**config.mk**
```make
export PLATFORM = sky130hd
export DESIGN_NAME = rename_reg_file_flat
export DESIGN_NICKNAME = d
export VERILOG_FILES = /design/src/rtl/rename_reg_file_if.sv /design/src/rtl/rename_reg_file.sv /design/src/flat_wrapper.sv
export SDC_FILE = /design/constraint.sdc
export NUM_CORES = 2
export LEC_CHECK = 0
export CAP_MARGIN = 10
export CORE_ASPECT_RATIO = 0.9
export CORE_MARGIN = 2
export CORE_UTILIZATION = 35
export CTS_CLUSTER_SIZE = 10
export DETAILED_ROUTE_END_ITERATION = 10
export PLACE_DENSITY = 0.56
export SYNTH_ARGS = -nofsm -noshare
export SYNTH_HDL_FRONTEND = slang
export SYNTH_SLANG_ARGS = --single-unit
```
**constraint.sdc**
```tcl
create_clock -name clk -period 72.7 [get_ports clk]
set_input_delay 14.54 -clock clk [delete_from_list [all_inputs] [get_ports clk]]
set_output_delay 14.54 -clock clk [all_outputs]
set_load 0.005 [all_outputs]
```
**src/rtl/rename_reg_file_if.sv**
```systemverilog
// Decoder/ROB-facing bundle of the rename register file: read ports, issue claim, commit, flush, busy count.
interface rename_reg_file_if #(
  parameter int NUM_REGS = 32,
  parameter int XLEN     = 32,
  parameter int ROB_W    = 4,
  parameter int NUM_READ = 2
) ();
  localparam int IDX_W = $clog2(NUM_REGS);

  logic                      rdy;
  logic [NUM_READ*IDX_W-1:0] rd_idx;
  logic [NUM_READ*XLEN-1:0]  rd_value;
  logic [NUM_READ-1:0]       rd_busy;
  logic [NUM_READ*ROB_W-1:0] rd_tag;
  logic                      issue_valid;
  logic [IDX_W-1:0]          issue_rd;
  logic [ROB_W-1:0]          issue_tag;
  logic                      commit_valid;
  logic [IDX_W-1:0]          commit_rd;
  logic [ROB_W-1:0]          commit_tag;
  logic [XLEN-1:0]           commit_value;
  logic                      flush;
  logic [IDX_W:0]            busy_count;

  modport master (
    output rdy, rd_idx, issue_valid, issue_rd, issue_tag,
           commit_valid, commit_rd, commit_tag, commit_value, flush,
    input  rd_value, rd_busy, rd_tag, busy_count
  );

  modport slave (
    input  rdy, rd_idx, issue_valid, issue_rd, issue_tag,
           commit_valid, commit_rd, commit_tag, commit_value, flush,
    output rd_value, rd_busy, rd_tag, busy_count
  );
endinterface

```
**src/rtl/rename_reg_file.sv**
```systemverilog
// Architectural register file with rename tags: 0-cycle reads, 1-cycle issue/commit/flush, no backpressure (rdy stalls all state).
// Define RENAME_REG_FILE_BYPASS_EN to forward a same-cycle commit onto the read ports.
module rename_reg_file #(
  parameter int NUM_REGS = 32,
  parameter int XLEN     = 32,
  parameter int ROB_W    = 4,
  parameter int NUM_READ = 2
) (
  input logic               clk,
  input logic               rst,
  rename_reg_file_if.slave  rf
);
  localparam int IDX_W = $clog2(NUM_REGS);

  logic [XLEN-1:0]  value_q [NUM_REGS];
  logic [XLEN-1:0]  value_d [NUM_REGS];
  logic [ROB_W-1:0] tag_q   [NUM_REGS];
  logic [ROB_W-1:0] tag_d   [NUM_REGS];
  logic [NUM_REGS-1:0] busy_q, busy_d;
  logic [IDX_W:0]      busy_count_q, busy_count_d;

  logic commit_hit;
  logic commit_clr;

  assign commit_hit = rf.commit_valid && (rf.commit_rd != '0);
  // Only the youngest rename of a register may release it; older commits just deposit their value.
  assign commit_clr = commit_hit && busy_q[rf.commit_rd] && (tag_q[rf.commit_rd] == rf.commit_tag);

  always_comb begin
    value_d = value_q;
    tag_d   = tag_q;
    busy_d  = busy_q;
    if (rf.rdy) begin
      if (commit_hit) begin
        value_d[rf.commit_rd] = rf.commit_value;
      end
      if (commit_clr) begin
        busy_d[rf.commit_rd] = 1'b0;
        tag_d[rf.commit_rd]  = '0;
      end
      if (rf.flush) begin
        busy_d = '0;
        for (int i = 0; i < NUM_REGS; i++) begin
          tag_d[i] = '0;
        end
      end else if (rf.issue_valid && (rf.issue_rd != '0)) begin
        busy_d[rf.issue_rd] = 1'b1;
        tag_d[rf.issue_rd]  = rf.issue_tag;
      end
    end
    busy_count_d = '0;
    for (int i = 0; i < NUM_REGS; i++) begin
      busy_count_d = busy_count_d + (IDX_W+1)'(busy_d[i]);
    end
  end

  always_ff @(posedge clk or posedge rst) begin
    if (rst) begin
      value_q      <= '{default: '0};
      tag_q        <= '{default: '0};
      busy_q       <= '0;
      busy_count_q <= '0;
    end else begin
      value_q      <= value_d;
      tag_q        <= tag_d;
      busy_q       <= busy_d;
      busy_count_q <= busy_count_d;
    end
  end

  assign rf.busy_count = busy_count_q;

  for (genvar k = 0; k < NUM_READ; k++) begin : g_rd
    logic [IDX_W-1:0] idx;
    logic             zero;
    logic [XLEN-1:0]  val;
    logic             busy;

    assign idx  = rf.rd_idx[k*IDX_W +: IDX_W];
    assign zero = rst || (idx == '0);
`ifdef RENAME_REG_FILE_BYPASS_EN
    logic fwd;
    assign fwd  = rf.rdy && commit_hit && (rf.commit_rd == idx);
    assign val  = zero ? '0 : (fwd ? rf.commit_value : value_q[idx]);
    assign busy = !zero && busy_q[idx] && !(fwd && commit_clr);
`else
    assign val  = zero ? '0 : value_q[idx];
    assign busy = !zero && busy_q[idx];
`endif
    assign rf.rd_value[k*XLEN +: XLEN]  = val;
    assign rf.rd_busy[k]                = busy;
    assign rf.rd_tag[k*ROB_W +: ROB_W]  = busy ? tag_q[idx] : '0;
  end
endmodule

```
**src/flat_wrapper.sv**
```systemverilog
// flat-port wrapper written by rule: the top's interface ports become plain ports
module rename_reg_file_flat 
#(
  parameter int NUM_REGS = 32,
  parameter int XLEN     = 32,
  parameter int ROB_W    = 4,
  parameter int NUM_READ = 2
)
  (clk, rst, rf_rdy, rf_rd_idx, rf_issue_valid, rf_issue_rd, rf_issue_tag, rf_commit_valid, rf_commit_rd, rf_commit_tag, rf_commit_value, rf_flush, rf_rd_value, rf_rd_busy, rf_rd_tag, rf_busy_count);
  rename_reg_file_if #(.NUM_REGS(NUM_REGS), .XLEN(XLEN), .ROB_W(ROB_W), .NUM_READ(NUM_READ)) rf_i ();
  input logic clk;
  input logic rst;
  input wire logic [$bits(rf_i.rdy)-1:0] rf_rdy;
  input wire logic [$bits(rf_i.rd_idx)-1:0] rf_rd_idx;
  input wire logic [$bits(rf_i.issue_valid)-1:0] rf_issue_valid;
  input wire logic [$bits(rf_i.issue_rd)-1:0] rf_issue_rd;
  input wire logic [$bits(rf_i.issue_tag)-1:0] rf_issue_tag;
  input wire logic [$bits(rf_i.commit_valid)-1:0] rf_commit_valid;
  input wire logic [$bits(rf_i.commit_rd)-1:0] rf_commit_rd;
  input wire logic [$bits(rf_i.commit_tag)-1:0] rf_commit_tag;
  input wire logic [$bits(rf_i.commit_value)-1:0] rf_commit_value;
  input wire logic [$bits(rf_i.flush)-1:0] rf_flush;
  output wire logic [$bits(rf_i.rd_value)-1:0] rf_rd_value;
  output wire logic [$bits(rf_i.rd_busy)-1:0] rf_rd_busy;
  output wire logic [$bits(rf_i.rd_tag)-1:0] rf_rd_tag;
  output wire logic [$bits(rf_i.busy_count)-1:0] rf_busy_count;
  assign rf_i.rdy = rf_rdy;
  assign rf_i.rd_idx = rf_rd_idx;
  assign rf_i.issue_valid = rf_issue_valid;
  assign rf_i.issue_rd = rf_issue_rd;
  assign rf_i.issue_tag = rf_issue_tag;
  assign rf_i.commit_valid = rf_commit_valid;
  assign rf_i.commit_rd = rf_commit_rd;
  assign rf_i.commit_tag = rf_commit_tag;
  assign rf_i.commit_value = rf_commit_value;
  assign rf_i.flush = rf_flush;
  assign rf_rd_value = rf_i.rd_value;
  assign rf_rd_busy = rf_i.rd_busy;
  assign rf_rd_tag = rf_i.rd_tag;
  assign rf_busy_count = rf_i.busy_count;
  rename_reg_file #(.NUM_REGS(NUM_REGS), .XLEN(XLEN), .ROB_W(ROB_W), .NUM_READ(NUM_READ)) u_core (.clk(clk), .rst(rst), .rf(rf_i));
endmodule
```
Yosys cells after proc, flatten, opt, wreduce, memory -nomap -nowiden --
Cells that the tools add are included.
Word-level totals: bits in registers 1190, bits of input ports 66, output and inout bits 80, word-level logic and storage cells 184
Operators by class: eq/ne operators 1, $lt $le $gt $ge 12, reductions and logical operators 19, multiplexer cells 46, $add $sub $neg 31, bitwise operators 9
Operators by type and width (count):
- 1024-bit bitwise mux | 1
- 128-bit two-way mux | 4
- 32-bit two-way mux | 12
- 32-bit binary-select mux with 5-bit select | 2
- 6-bit by 1-bit adder with 6-bit output | 30
- 32-bit demux with 5-bit select | 1
- 128-bit AND | 1
- 128-bit bitwise mux | 1
- 128-bit inverter | 1
- 4-bit binary-select mux with 5-bit select | 3
- 4-bit demux with 5-bit select | 2
- 4-bit two-way mux | 10
- 32-bit AND | 1
- 32-bit inverter | 1
- 32-bit bitwise OR | 1
- 6-bit >= comparator (second input constant) | 4
- 5-bit by 6-bit < comparator with 1-bit output (second input constant) | 4
- 5-bit inverter with 6-bit output | 4
- 1-bit binary-select mux with 5-bit select | 3
- 6-bit by 1-bit < comparator with 1-bit output (second input constant) | 2
- 1-bit demux with 5-bit select | 2
- 5-bit by 1-bit >= comparator with 1-bit output (second input constant) | 2
- 1-bit logical AND | 10
- 5-bit logical NOT | 2
- other kinds (7) | 14

Longest topological paths before layout --
depth in word-level cells 43, gate-level depth with buffers 32, gate-level depth less buffers 28

Least setup slack after synthesis --
Ideal clock, no wire load.
path kind input to output, from in rst, to out rf_rd_busy[0], path slack 13.077 ns, path buffers 1, cell stages on the path 5, arrival time 45.083 ns, data required time 58.160 ns, cell sequence inv_1 -> o41ai_1 -> or2_2 -> inv_1 -> buf_4
On the way: longest elaborated chain between the ends 3
Ends and longest elaborated chain:
- from (decl) | RTL line flat_wrapper.sv:12 | input logic rst;
- 1-bit logical OR | RTL line rename_reg_file.sv:80 | assign zero = rst || (idx == '0);
- 1-bit logical NOT | RTL line rename_reg_file.sv:88 | assign busy = !zero && busy_q[idx];
- 1-bit logical AND | RTL line rename_reg_file.sv:88
- to (decl) | RTL line flat_wrapper.sv:24 | output wire logic [$bits(rf_i.rd_busy)-1:0] rf_rd_busy;
Every way passes these cells.

Worst setup path in the final report --
from in rf_rd_idx[7], to out rf_rd_value[55]
On the way: longest elaborated chain between the ends 5, elaborated cells on any way between the ends 7, classes of those cells mux (4); bitwise (1); reduce/logical (2)
Ends and longest elaborated chain:
- from (decl) | RTL line flat_wrapper.sv:14 | input wire logic [$bits(rf_i.rd_idx)-1:0] rf_rd_idx;
- 5-bit inverter with 6-bit output (implied by the code) | RTL line rename_reg_file.sv:87 | assign val = zero ? '0 : value_q[idx];
- 32-bit binary-select mux with 5-bit select | RTL line rename_reg_file.sv:87
- 32-bit two-way mux (implied by the code) (2 in series) | RTL line rename_reg_file.sv:87
- 32-bit two-way mux (*) | RTL line rename_reg_file.sv:87
- to (decl) | RTL line flat_wrapper.sv:23 | output wire logic [$bits(rf_i.rd_value)-1:0] rf_rd_value;
Every way passes the cells marked *; elsewhere a longest branch is shown, timed or not. The select of a mux whose other input is x is not followed.

==> run_results.csv <==
group,metric,value,unit
run_status,status,"complete, no violations",
clocking,cts.clk_slew.worst_paths,50,ps
clocking,h-tree-depth,4,
worst_setup_path,r2r_end,"u_core.rf.busy_count[4]",
yosys,ys_ff_latch,1190,
sta,hold_ws,398.3,ps
yosys,synth-edff-count,0,
yosys,synthFlopType,"dfrtp_1",
place,portBuffers,145,
sta,hold_viol,0,
route,first_iter_violations,4378,
place,gp_congestion,0.8458,
worst_hold_path,hp-class,"register to register",
grt,grt_max_degree,180,
grt,grt_pass1_vias,47980,
sta,setup_viol,0,
die,fp-row-count,152,
sta,finalMaxSlewViolations,0,
power,powerDensity,23.79,mW/mm2
worst_hold_path,worstHoldPathCells,0,
die,die_w,465.5,um
route,vias_per_cell,6.176,
grt,grt_pass1_wl,339600,um
sta,layout_min_cycle_time,34060,ps
yosys,ys_async_sr_fraction,1.000,
worst_setup_path,ff2ff_path_depth,28,
worst_setup_path,crit_path_end_kind,"output port",
die,die_area,0.1952,mm2
clocking,cts_root_buffer,"clkbuf_16",
sta,fin_tns_setup,0,ps
die,ios,146,
yosys,synth.distinct_cells,47,
clocking,cts_buffers,144,
yosys,seq_area_frac_synth,0.4439,
yosys,postSynthCellCount,5263,
place,dp_cells,7503,
yosys,yosys.area.top_type,"dfrtp_1",
route,num_vias,47680,
yosys,netlist.area_leader.share,0.4439,
sta,timing.final.crit_share,0.4685,
clocking,cts.repair.resized,0,
die,start_util,0.3520,
worst_setup_path,arrival,19520,ps
finish,finalNonFillerCells,7720,
sta,timing.fmax,0.02936,GHz
worst_setup_path,crit_required,58160,ps
worst_setup_path,path_max_fanout,49,
grt,overflow,0,
route,drt-total-wl,232100,um
yosys,yosysWarnings,0,
finish,drive_above_1_share,0.3612,
yosys,syn_area,0.06709,mm2
power,peakVddDrop,0.02467,mV
die,core,0.1906,mm2
sta,slew_headroom,0.1636,
worst_setup_path,r2r_slack,64260,ps
yosys,avgSynthCellArea,12.75,um2
place,dp_hpwl,127600,um
clocking,clk_latency,820,ps
clocking,cts.sinks,1190,
worst_setup_path,path_class,"primary input to output port",
route,remaining_drc_errors,0,
job,drv_cap,0,
finish,finalNetCount,5206,
clocking,clk_path_buf_depth,3,
worst_setup_path,endpoint,"rf_rd_value[55]",
clocking,post-cts-setup-buffers,0,
grt,grt_usage,0.2343,
sta,rsz0062_at_grt,"no",
route,ant_nets,0,
clocking,ctsHoldBuffers,0,
finish,synthToLayoutAreaGrowth,11.75,%
yosys,synthTopCellsByArea,"dfrtp_1 (44%), mux2_2 (19%), mux4_2 (12%)",
worst_setup_path,reg2reg_from,"u_core.tag_q[35]",
sta,finalClockSkew,33.66,ps
worst_hold_path,hp-start,"u_core.value_q[1001]",
yosys,synth_nets,5361,
worst_setup_path,start_kind,"primary input",
route,wl_per_cell,30.06,um
power,p_leak,0.03282,uW
route,dr.pass1.iters,6,
clocking,cts_tree,"done",
worst_setup_path,critPathLaunch,"rf_rd_idx[7]",
die,die_y,419.3,um
grt,antenna_found_initial,8,
sta,worst_slew_pin_slew,1254,ps
[sequential cells by signal, indices dropped and copies added (netlist names)]
name / count
u_core.busy_q: 32
u_core.rf.busy_count: 6
u_core.value_q: 1024
u_core.tag_q: 128
[cells by family (layout without fill, tap and decap cells)]
logic type                 count (synthesis)  count (layout)  share of synthesized area
other                                      0               2                          0
adders and majority gates                 32              32                   0.008654
buffers and inverters                    605             519                    0.03532
xor gates and xnor gates                   6               6                  0.0007833
DFF                                     1190            1190                     0.4439
and+or+nand+nor                          427             427                    0.02868
muxes                                   1942            1942                     0.3771
AOI/OAI and AO/OA                       1061            1061                     0.1056
[final cells by class]
class / instances / area, um2
fill: 17860 / 115600
clock buffer: 194 / 3891
tap: 2541 / 3179
antenna: 2 / 5.005
timing repair buffer: 261 / 2356
multi-input combinational: 3468 / 35230
inverter: 43 / 168.9
clock inverter: 21 / 362.8
sequential: 1190 / 29780
[where the power goes]
group / leakage (uW) / internal [uW] / switching (uW)
sequential: 0.0159 / 741 / 59.8
combinational: 0.0148 / 158 / 151
clock: 0.00205 / 375 / 299
total: 0.0328 / 1270 / 509
[per-stage QoR]
stage / setup slack, ps / total power (uW) / utilization / cell area [um2]
floorplan: 13080 / 1025 / - / 67090
global placement: 38730 / 1108 / 0.3711 / 70710
detailed placement: 38720 / 1117 / 0.3711 / 70710
CTS: 38700 / 1795 / 0.3934 / 74970
global route: 38540 / 1858 / 0.3934 / 74970
finish: 38640 / 1784 / 0.3934 / 74970
[layer usage]
layer / part of all wire / up-vias / GRT usage / routed length, um
met2: 0.47 / 1816 / 0.3764 / 109200
li1: - / 19880 / - / -
met1: 0.43 / 25480 / 0.3149 / 98850
met4: 0.041 / 8 / 0.09443 / 9517
met3: 0.063 / 495 / 0.03898 / 14520
met5: 0.00024 / - / 0 / 55
[worst min-delay path by stage]
stage | to | slack (ps)
after floorplan | u_core.value_q[1000] | 450
after detailed placement | u_core.value_q[1002] | 390
final | u_core.value_q[1001] | 400
after global placement | u_core.value_q[999] | 380
after CTS | u_core.value_q[1002] | 400
after global routing | u_core.value_q[1010] | 410
[worst max-delay path, stage by stage]
cell and delay [ps]:
buf_4 820, buf_4 750, nand2b_4 750, buf_4 820, o221ai_1 260, a21oi_1 220
nor3_1 60, a21oi_1 630, nor2_1 90, clkdlybuf4s50_1 470
[placed cells by master (no fill, tap or decap), types with 6 or more instances in the layout]
cell             count
a21oi_1            361
a22oi_1             28
a2bb2o_1            84
a311o_1             23
a311oi_1            24
a31o_2              36
a31oi_1             42
a32oi_1             12
and2_1               9
and3_1               6
buf_4              118
clkbuf_1            40
clkbuf_16          144
clkbuf_8            10
clkdlybuf4s50_1    133
clkinv_16            6
dfrtp_1           1190
fa_1                24
ha_1                 8
inv_1               41
mux2_2            1124
mux2i_1            462
mux4_2             356
nand2_1             70
nand2_4              8
nand3_1             28
nor2_1             166
nor2_4              19
nor2b_1             11
nor3_1              73
o21ai_0            136
o221ai_1           134
o22ai_1            133
o2bb2ai_1           36
[synthesized netlist by cell type (28+ instances only)]
cell type,count
a21oi_1,361
a22oi_1,28
a2bb2o_1,84
a31o_2,36
a31oi_1,42
buf_1,103
buf_2,43
clkbuf_1,404
dfrtp_1,1190
inv_1,43
mux2_2,1124
mux2i_1,462
mux4_2,356
nand2_1,78
nand3_1,28
nor2_1,185
nor3_1,78
o21ai_0,136
o221ai_1,134
o22ai_1,133
o2bb2ai_1,36
Note: power is estimated with default switching activity, not from simulation.
